File: src/rtl/gpc_pkg.sv
// Shared constants and types for the generalized parallel counter cells.
package gpc_pkg;

  localparam int unsigned GPC7_3_IN_W  = 7;
  localparam int unsigned GPC7_3_OUT_W = 3;

  typedef logic [GPC7_3_IN_W-1:0]  gpc7_3_in_t;
  typedef logic [GPC7_3_OUT_W-1:0] gpc7_3_out_t;

endpackage

File: src/rtl/gpc_full_adder.sv
// One-bit full adder, the building cell of the GPC compressor trees.
module gpc_full_adder (
  input  logic a,
  input  logic b,
  input  logic ci,
  output logic s,
  output logic co
);

  always_comb begin
    s  = a ^ b ^ ci;
    co = (a & b) | (a & ci) | (b & ci);
  end

endmodule

File: src/rtl/gpc_7_3.sv
// 7:3 generalized parallel counter built from a 4-cell full-adder tree.
// Optional registered output with valid tracking: define GPC_7_3_OUT_REG_EN.
module gpc_7_3
  import gpc_pkg::*;
(
  input  logic       clk,
  input  logic       rst,
  input  logic [6:0] src0,
  input  logic       src0_vld,
  output logic [2:0] dst
`ifdef GPC_7_3_OUT_REG_EN
  ,
  output logic [2:0] dst_q,
  output logic       dst_vld
`endif
);

  gpc7_3_in_t  in_bits;
  gpc7_3_out_t cnt;
  logic s0, c0, s1, c1, c2;

  assign in_bits = src0;

  gpc_full_adder u_fa0 (.a(in_bits[0]), .b(in_bits[1]), .ci(in_bits[2]), .s(s0),     .co(c0));
  gpc_full_adder u_fa1 (.a(in_bits[3]), .b(in_bits[4]), .ci(in_bits[5]), .s(s1),     .co(c1));
  gpc_full_adder u_fa2 (.a(s0),         .b(s1),         .ci(in_bits[6]), .s(cnt[0]), .co(c2));
  gpc_full_adder u_fa3 (.a(c0),         .b(c1),         .ci(c2),         .s(cnt[1]), .co(cnt[2]));

  assign dst = cnt;

`ifdef GPC_7_3_OUT_REG_EN
  always_ff @(posedge clk) begin
    if (rst) begin
      dst_q   <= '0;
      dst_vld <= 1'b0;
    end else begin
      dst_vld <= src0_vld;
      if (src0_vld) dst_q <= cnt;
    end
  end
`else
  // Port list kept stable for tree generators; these inputs are intentionally unused here.
  logic unused_ctrl;
  assign unused_ctrl = ^{clk, rst, src0_vld};
`endif

endmodule

File: config.mk
export PLATFORM = sky130hd
export DESIGN_NAME = gpc_7_3
export DESIGN_NICKNAME = d
export VERILOG_FILES = /design/src/rtl/gpc_pkg.sv /design/src/rtl/gpc_full_adder.sv /design/src/rtl/gpc_7_3.sv
export SDC_FILE = /design/constraint.sdc
export NUM_CORES = 1
export LEC_CHECK = 0
export CAP_MARGIN = 15
export CORE_AREA = 3 3 40 42
export DETAILED_ROUTE_END_ITERATION = 10
export DIE_AREA = 0 0 43 45
export PLACE_DENSITY_LB_ADDON = 0.25
export SLEW_MARGIN = 0
export SYNTH_ARGS = -nofsm -noshare
export SYNTH_HDL_FRONTEND = slang
export SYNTH_SLANG_ARGS = --single-unit
File: constraint.sdc
create_clock -name vclk -period 2
set_input_delay 0.3 -clock vclk [all_inputs]
set_output_delay 0.3 -clock vclk [all_outputs]
set_load 0.02 [all_outputs]
# After elaboration in Yosys (flattened, before gate mapping)
# Cells that the tools add are included.
# totals
regBits	0
in_bits	10
output_inout_bits	3
# classes
bitwise	28
# ops
op	n
$and 1x1->1	12
$or 1x1->1	8
$xor 1x1->1	8

# Logic depth before layout (Yosys ltp)
# Gate-level depths: netlist of run 1.
# depth
word_depth	8
mapped_depth	6
mapped_depth_nobuf	5

# Modules after synthesis
# A second synthesis of run 1 with hierarchy kept.
# hier_totals
hier_cells	4
hier_area_um2	80.1
# modules_own_cells
module	instances	cells_per_inst	area_each_um2	seq_area_each_um2
gpc_full_adder	4	1	20.0	0.0

# Worst setup path before layout of run 1
# OpenSTA, ideal clock, no wires.
# synth_path
kind	in2out
from	input src0[0]
to	output dst[1]
arrival_ps	1834
required_ps	1700
path_slack_ps	-134
cell_stages	6
n_path_buf	1
cell_sequence	inv_1 > fa_1 > fa_1 > inv_1 > fa_1 > buf_4
# synth_between
elab_chain_cells	6
word_cells_on_any_way	12
classes_between	bitwise (12)
# synth_rtl
element	line	rtl
from (decl)	gpc_7_3.sv:8	input logic [6:0] src0,
$xor 1x1->1 (2 in series)	gpc_full_adder.sv:11	s = a ^ b ^ ci;
$and 1x1->1	gpc_full_adder.sv:12	co = (a & b) | (a & ci) | (b & ci);
$or 1x1->1 (2 in series)	gpc_full_adder.sv:12	
$xor 1x1->1 (*)	gpc_full_adder.sv:11	
to (decl)	gpc_7_3.sv:10	output logic [2:0] dst
# Every way passes the cells marked *; elsewhere a longest branch is shown, timed or not.

# Worst setup path in the final report of run 1
# layout_path
from	input src0[4]
to	output dst[1]
# Same word-level chain as after synthesis.

==> results of run 1 <==
[power breakdown]
part / switching (uW) / internal (uW) / total (uW)
combinational: 53.1 / 52.2 / 105
sequential: 0 / 0 / 0
clock: 0 / 0 / 0
total: 53.1 / 52.2 / 105
[critical path: stages]
cell and delay, ps:
buf_6 90, fa_1 540, inv_2 40, fa_2 320, inv_2 60, fa_1 400
buf_6 150
[how the worst max path moves through the flow]
stage                       start      to  slack (ps)
after CTS                 src0[3]  dst[1]        -250
final                     src0[4]  dst[1]        -210
after detailed placement  src0[2]  dst[1]       -1050
after global placement    src0[2]  dst[1]       -1020
after global routing      src0[4]  dst[1]        -280
after floorplan           src0[2]  dst[1]        -110
[synthesized netlist by cell type]
master	n
inv_1	8
buf_4	3
fa_1	4
[area by class of cell]
type	instances	area share, %
Inverter	8	14.2
Timing Repair Buffer	10	37.9
Tap cell	15	8.88
Multi-Input combinational cell	4	39.1
[per-layer routing]
layer	GRT usage, %	up-vias
met5	0	-
met4	0	0
met3	1.20	0
met2	5.69	9
met1	3.90	38
li1	-	48
[cells by family (layout without fill, tap and decap cells)]
family | count (synthesis) | count (layout) | synth area share (%)
fa+ha+maj | 4 | 4 | 60.4
buf+inv | 11 | 18 | 39.6
[placed cells by master (no fill, tap or decap), drive strengths merged]
| master | Yosys | routed |
|---|---|---|
| buf | 3 | 9 |
| inv | 8 | 8 |
| fa | 4 | 4 |
| clkdlybuf4s50 | 0 | 1 |
[per-stage QoR]
step	hold WS, ps	setup slack, ps	std cells	util (%)	instance area, um^2
floorplan	1030	-111	15	-	139
global placement	1850	-1020	37	18.0	231
detailed placement	1850	-1050	37	18.0	231
CTS	1170	-252	37	15.5	199
global route	1190	-276	37	16.5	211
finish	1150	-211	37	16.5	211
[what timing repair did]
item,in CTS,in global routing
resized for setup,37,4
pin swaps,4,3
endpoints found under the hold margin,0,0
setup endpoints to repair,3,3
==> flow_metrics.py, run 1 <==
metrics = {
    "final_layout": {
        "ff_latch_area_um2": 0,
        "seq_cell_count": 0,
        "n_antenna_cell": 0,
        "fillers": 145,
        "multiInputGateArea_um2": 82.6,
        "area_growth_pct": 59.4,
        "nClkBuffers": 0,
        "drive_above_1_share_pct": 59.1,
        "final_nets": 38,
    },
    "logic_synthesis": {
        "avgSynthCellArea_um2": 8.84,
        "synthDistinctLibCells": 3,
        "synth_warnings": 0,
        "synth_top_area_share_pct": 60.4,
        "yosysSeqAreaShare_pct": 0,
        "postSynthCellCount": 15,
        "synth_area_um2": 133,
        "synth_top_area_cell": "fa_1",
        "synth.net_count": 29,
        "synth_area_leaders": "fa_1 (60%), inv_1 (23%), buf_4 (17%)",
    },
    "sta": {
        "slew_viol_final": 0,
        "finalHoldViolCount": 0,
        "fmax_mhz": 452,
        "worstMarginPinSlew_ps": 97.9,
        "setup_ws_ps": -211,
        "rsz0062_at_grt": "true",
        "min_period_ps": 2210,
        "post-route-period-util_pct": 111,
        "slew_headroom_pct": 93.5,
        "fin_tns_setup_ps": -294,
        "setup_viol": 2,
    },
    "detailed_routing": {
        "drt_first_iter_violations": 0,
        "viasPerCell": 2.57,
        "routedWlPerCell_um": 6.49,
        "vias": 95,
        "drt_first_pass_iters": 1,
        "wl_met1_um": 103,
        "top_layer_used": "met3",
        "drt-total-wl_um": 240,
        "wl_met3_um": 52,
        "route.detailed.drc": 0,
        "dr_wl_met2_um": 84,
        "postRouteAntennaNets": 0,
    },
    "global_route": {
        "grt_max_degree": 2,
        "grt_pass1_vias": 120,
        "grt_overflow": 0,
        "antenna_found_initial": 0,
        "grtUsageTotal_pct": 3.18,
        "grt_pass1_wl_um": 489,
    },
    "place": {
        "place.gp.congestion": 0.619,
        "io_buffers": 10,
    },
    "worst_setup_path": {
        "endpoint_kind": "output pin",
        "worstPathArrival_ps": 1910,
        "required_ps": 1700,
        "start_kind": "input port",
        "critical_path_class": "input port to output pin",
        "cp_max_fo": 1,
    },
    "cts": {
        "postCtsSetupBuffers": 0,
        "hold_buffers": 0,
    },
    "worst_hold_path": {
        "hold_depth": 4,
        "holdPathEnd": "dst[1]",
        "hold_start": "src0[3]",
        "worstHoldPathType": "input port to output pin",
    },
    "floorplan": {
        "die_y_um": 45,
        "rows": 13,
        "dieArea_mm2": 0.00194,
        "pin_count": 13,
        "core_mm2": 0.00128,
        "die_x_um": 43,
        "start_util_pct": 10.3,
    },
    "pwr": {
        "power_uw": 105,
        "leakage_uw": 0.000116,
        "irDropWorstVdd_mv": 0.160,
        "p_per_area_mw_per_mm2": 498,
    },
    "outcome": {
        "status": "finished, violations left",
        "violations": "negative setup slack",
    },
    "flow_run": {
        "cap_violations": 0,
    },
}
No activity file was read; power rests on OpenSTA's default activity.
==> run 2: changes to the inputs <==
--- a/config.mk
+++ b/config.mk
@@ -5,7 +5,6 @@
 export SDC_FILE = /design/constraint.sdc
 export NUM_CORES = 1
 export LEC_CHECK = 0
-export CAP_MARGIN = 15
 export CORE_AREA = 3 3 40 42
 export DETAILED_ROUTE_END_ITERATION = 10
 export DIE_AREA = 0 0 43 45
==> constraint.sdc (replaced) <==
create_clock -name vclk -period 2.85
set_input_delay 0.4275 -clock vclk [all_inputs]
set_output_delay 0.4275 -clock vclk [all_outputs]
set_load 0.02 [all_outputs]
==> flow_metrics.py, run 2 (synthesis gave the netlist of run 1 again) <==
metrics = {
    "detailed_routing": {
        "routedWlPerCell_um": 6.62,
        "viasPerCell": 2.81,
        "drt_first_iter_violations": 0,
        "drt-total-wl_um": 245,
        "drt_first_pass_iters": 1,
        "route.detailed.drc": 0,
        "vias": 104,
        "postRouteAntennaNets": 0,
    },
    "place": {
        "dpl_cell_area_um2": 229,
        "place.gp.congestion": 0.624,
        "io_buffers": 10,
    },
    "cts": {
        "hold_buffers": 0,
        "postCtsSetupBuffers": 0,
    },
    "worst_setup_path": {
        "critPathTopFamily": "adder cells",
        "critical_path_class": "input port to output pin",
        "cp_num_cells": 7,
        "worstPathArrival_ps": 2350,
        "slowest_stage": "fa_1",
        "start_kind": "input port",
        "crit_chain": "clkdlybuf4s50_1 -> fa_1 -> inv_1 -> fa_2 -> inv_2 -> fa_1 -> buf_6",
        "crit_path_frequent_cell": "fa_1",
        "slowest_delay_ps": 480,
        "cp_max_fo": 1,
        "endpoint_kind": "output pin",
        "required_ps": 2420,
        "crit_buf_inv": 4,
    },
    "final_layout": {
        "final_nets": 38,
        "drive_above_1_share_pct": 27.3,
        "fin_area_um2": 239,
        "ff_latch_area_um2": 0,
        "area_growth_pct": 80.2,
        "final_cell_mix": "inv_1 (5), dlymetal6s2s_1 (5), inv_2 (3), fa_1 (3), clkdlybuf4s50_1 (2)",
        "nClkBuffers": 0,
        "seq_cell_count": 0,
        "n_antenna_cell": 0,
    },
    "pwr": {
        "p_per_area_mw_per_mm2": 287,
        "leakage_uw": 0.000156,
        "swShare_pct": 52.2,
        "pwr-share-comb_pct": 100.0,
        "power_uw": 68.7,
        "clockPowerShare_pct": 0,
        "irDropWorstVdd_mv": 0.0836,
        "p_sw_uw": 35.8,
        "pwr-share-seq_pct": 0,
        "internal_power_uw": 32.8,
    },
    "global_route": {
        "grt_max_degree": 2,
        "grtUsageTotal_pct": 2.59,
        "grt_pass1_vias": 107,
        "busiest_layer": "met1",
        "met2_usage_pct": 3.89,
        "antenna_found_initial": 0,
        "met3_usage_pct": 0.398,
        "grt_pass1_wl_um": 400,
        "grt_overflow": 0,
        "grt_use_met1_pct": 4.13,
    },
    "floorplan": {
        "core_mm2": 0.00128,
        "start_util_pct": 10.3,
        "pin_count": 13,
        "die_x_um": 43,
        "dieArea_mm2": 0.00194,
        "rows": 13,
        "die_y_um": 45,
    },
    "sta": {
        "post-route-period-util_pct": 97.6,
        "min_period_ps": 2780,
        "finalHoldViolCount": 0,
        "worstMarginPinSlew_ps": 206,
        "timing.hold.ws_ps": 1450,
        "setup_viol": 0,
        "slew_headroom_pct": 86.3,
        "fin_tns_setup_ps": 0,
        "fmax_mhz": 360,
        "rsz0062_at_grt": "false",
        "slew_viol_final": 0,
    },
    "worst_hold_path": {
        "worstHoldPathType": "input port to output pin",
        "hold_depth": 4,
    },
    "outcome": {
        "status": "finished, final reports clean",
    },
    "flow_run": {
        "cap_violations": 0,
    },
}
## run 2: changes by cell type in the layout (fill, tap and decap cells not counted), sizes merged
cell           previous run  this run
dlygate4sd2               0         1
dlymetal6s2s              0         5
clkbuf                    0         1
buf                       9         1
clkdlybuf4s50             1         2
## run 2: path summary, 6_finish.rpt
kind                    start  endpoint
worst max-delay path  src0[5]    dst[1]
worst min-delay path  src0[4]    dst[1]
## run 2: metrics by stage
step / setup WS [ps] / instances / util, %
floorplan: 461 / 15 / -
global placement: -429 / 37 / 17.8
detailed placement: -465 / 37 / 17.8
CTS: -78.7 / 37 / 17.2
global route: 25.0 / 37 / 18.6
finish: 69.1 / 37 / 18.6
## run 2: power by group through the flow
stage / logic, uW / registers, uW / clock network (uW)
6_report: 68.7 / 0 / 0
5_1_grt: 76.1 / 0 / 0
4_1_cts: 63.1 / 0 / 0
3_5_place_dp: 73.2 / 0 / 0
3_3_place_gp: 71.3 / 0 / 0
2_1_floorplan: 51.7 / 0 / 0
## run 2: layout make-up
| class | instances | area [um^2] |
|---|---|---|
| fillers | 148 | 1050 |
| inverters | 8 | 30.0 |
| repair buffers | 10 | 108 |
| well taps | 15 | 18.8 |
| multi-input cells | 4 | 82.6 |
## run 2: routing by layer
| layer | routed length [um] | up-vias |
|---|---|---|
| met4 | 0 | 0 |
| met1 | 93 | 48 |
| li1 | - | 48 |
| met3 | 42 | 0 |
| met2 | 109 | 8 |
| met5 | 0 | - |
## run 2: timing repair
item	4_1_cts	5_1_grt
pin swaps	0	3
endpoints found under the setup margin	3	2
gates resized for setup	6	13
==> run 3: changes to the inputs <==
--- a/config.mk
+++ b/config.mk
@@ -8,7 +8,9 @@
 export CORE_AREA = 3 3 40 42
 export DETAILED_ROUTE_END_ITERATION = 10
 export DIE_AREA = 0 0 43 45
+export GPL_TIMING_DRIVEN = 0
 export PLACE_DENSITY_LB_ADDON = 0.25
+export SKIP_LAST_GASP = 1
 export SLEW_MARGIN = 0
 export SYNTH_ARGS = -nofsm -noshare
 export SYNTH_HDL_FRONTEND = slang
==> flow_metrics.py, run 3 (synthesis gave the netlist of run 1 again) <==
metrics = {
    "outcome": {
        "status": "finished, final reports clean",
    },
    "detailed_routing": {
        "vias": 106,
        "drt_first_pass_iters": 1,
        "drt_first_iter_violations": 0,
        "drt-total-wl_um": 250,
        "route.detailed.drc": 0,
        "postRouteAntennaNets": 0,
        "routedWlPerCell_um": 6.41,
        "viasPerCell": 2.72,
    },
    "sta": {
        "rsz0062_at_grt": "true",
        "worstMarginPinSlew_ps": 119,
        "slew_viol_final": 0,
        "setup_viol": 0,
        "finalHoldViolCount": 0,
        "fmax_mhz": 353,
        "slew_headroom_pct": 92.1,
        "fin_tns_setup_ps": 0,
        "min_period_ps": 2830,
        "post-route-period-util_pct": 99.4,
    },
    "worst_setup_path": {
        "cp_max_fo": 1,
        "worstPathArrival_ps": 2410,
        "start_kind": "input port",
        "critical_path_class": "input port to output pin",
        "critPathLaunch": "src0[2]",
        "required_ps": 2420,
        "crit_chain": "clkdlybuf4s50_1 -> inv_2 -> fa_1 -> fa_2 -> inv_2 -> fa_2 -> buf_6",
        "endpoint_kind": "output pin",
        "slowest_delay_ps": 490,
        "slowest_stage": "fa_1",
    },
    "pwr": {
        "p_per_area_mw_per_mm2": 332,
        "irDropWorstVdd_mv": 0.137,
        "leakage_uw": 0.000129,
    },
    "final_layout": {
        "seq_cell_count": 0,
        "final_cell_mix": "inv_1 (6), clkdlybuf4s50_1 (6), buf_4 (3)",
        "fillers": 145,
        "drive_above_1_share_pct": 37.5,
        "ff_latch_area_um2": 0,
        "n_antenna_cell": 0,
        "final_nets": 40,
        "area_growth_pct": 84.9,
        "nClkBuffers": 0,
        "final_util_pct": 19.1,
        "stdcell_count": 39,
    },
    "floorplan": {
        "dieArea_mm2": 0.00194,
        "die_y_um": 45,
        "start_util_pct": 10.3,
        "core_mm2": 0.00128,
        "pin_count": 13,
        "die_x_um": 43,
        "rows": 13,
    },
    "worst_hold_path": {
        "worstHoldPathType": "input port to output pin",
        "hold_start": "src0[3]",
        "hold_depth": 4,
        "holdPathEnd": "dst[1]",
    },
    "global_route": {
        "grt_pass1_vias": 119,
        "antenna_found_initial": 0,
        "grtUsageTotal_pct": 2.59,
        "grt_max_degree": 2,
        "grt_overflow": 0,
        "grt_pass1_wl_um": 414,
    },
    "flow_run": {
        "cap_violations": 0,
    },
    "cts": {
        "postCtsSetupBuffers": 0,
        "hold_buffers": 0,
    },
    "place": {
        "io_buffers": 10,
        "dp_hpwl_um": 241,
        "placed_cells": 40,
        "place.gp.congestion": 0.606,
    },
}
[run 3: where the power goes]
part           switching (uW)  internal [uW]  leakage (uW)  total (uW)
sequential                  0              0             0           0
clock                       0              0             0           0
combinational            38.4           43.0      0.000129        81.3
[run 3: critical path, delay by kind of cell]
| family | cells | cell delay, ps |
|---|---|---|
| fa+ha+maj | 3 | 1260 |
| buf+inv | 4 | 720 |
[run 3: layout make-up]
cell class                 instances  area (um^2)  share of cell area [%]
buffer                             2         15.0                    6.12
inverter                           8         30.0                    12.2
multi-input combinational          4         85.1                    34.7
tap                               15         18.8                    7.65
timing repair buffer              10         96.3                    39.3
[run 3: repair_timing]
action | CTS | global route
resized for setup | 9 | 10
endpoints found under the setup margin | 3 | 2
pin swaps | 0 | 3
[run 3: how the worst max path moves through the flow]
stage              to  cells after the start
2_1_floorplan  dst[1]                      6
3_3_place_gp   dst[1]                      8
3_5_place_dp   dst[1]                      8
4_1_cts        dst[1]                      8
5_1_grt        dst[1]                      7
6_report       dst[1]                      7
[run 3: per-stage QoR]
step	worst slack [ps]	instance area [um^2]	total power, uW	hold WS (ps)
floorplan	461	133	51.7	1240
global placement	-550	251	88.0	2170
detailed placement	-575	251	89.9	2160
CTS	-190	240	79.3	1960
global route	-49.7	245	89.6	1580
finish	17.4	245	81.3	1530
[run 3: per-layer routing]
metal / wire length, um / up-vias / global-route usage [%]
met5: 0 / - / 0
met4: 0 / 0 / 0
met3: 46 / 0 / 0.398
met2: 114 / 8 / 5.09
met1: 88 / 46 / 3.16
li1: - / 52 / -
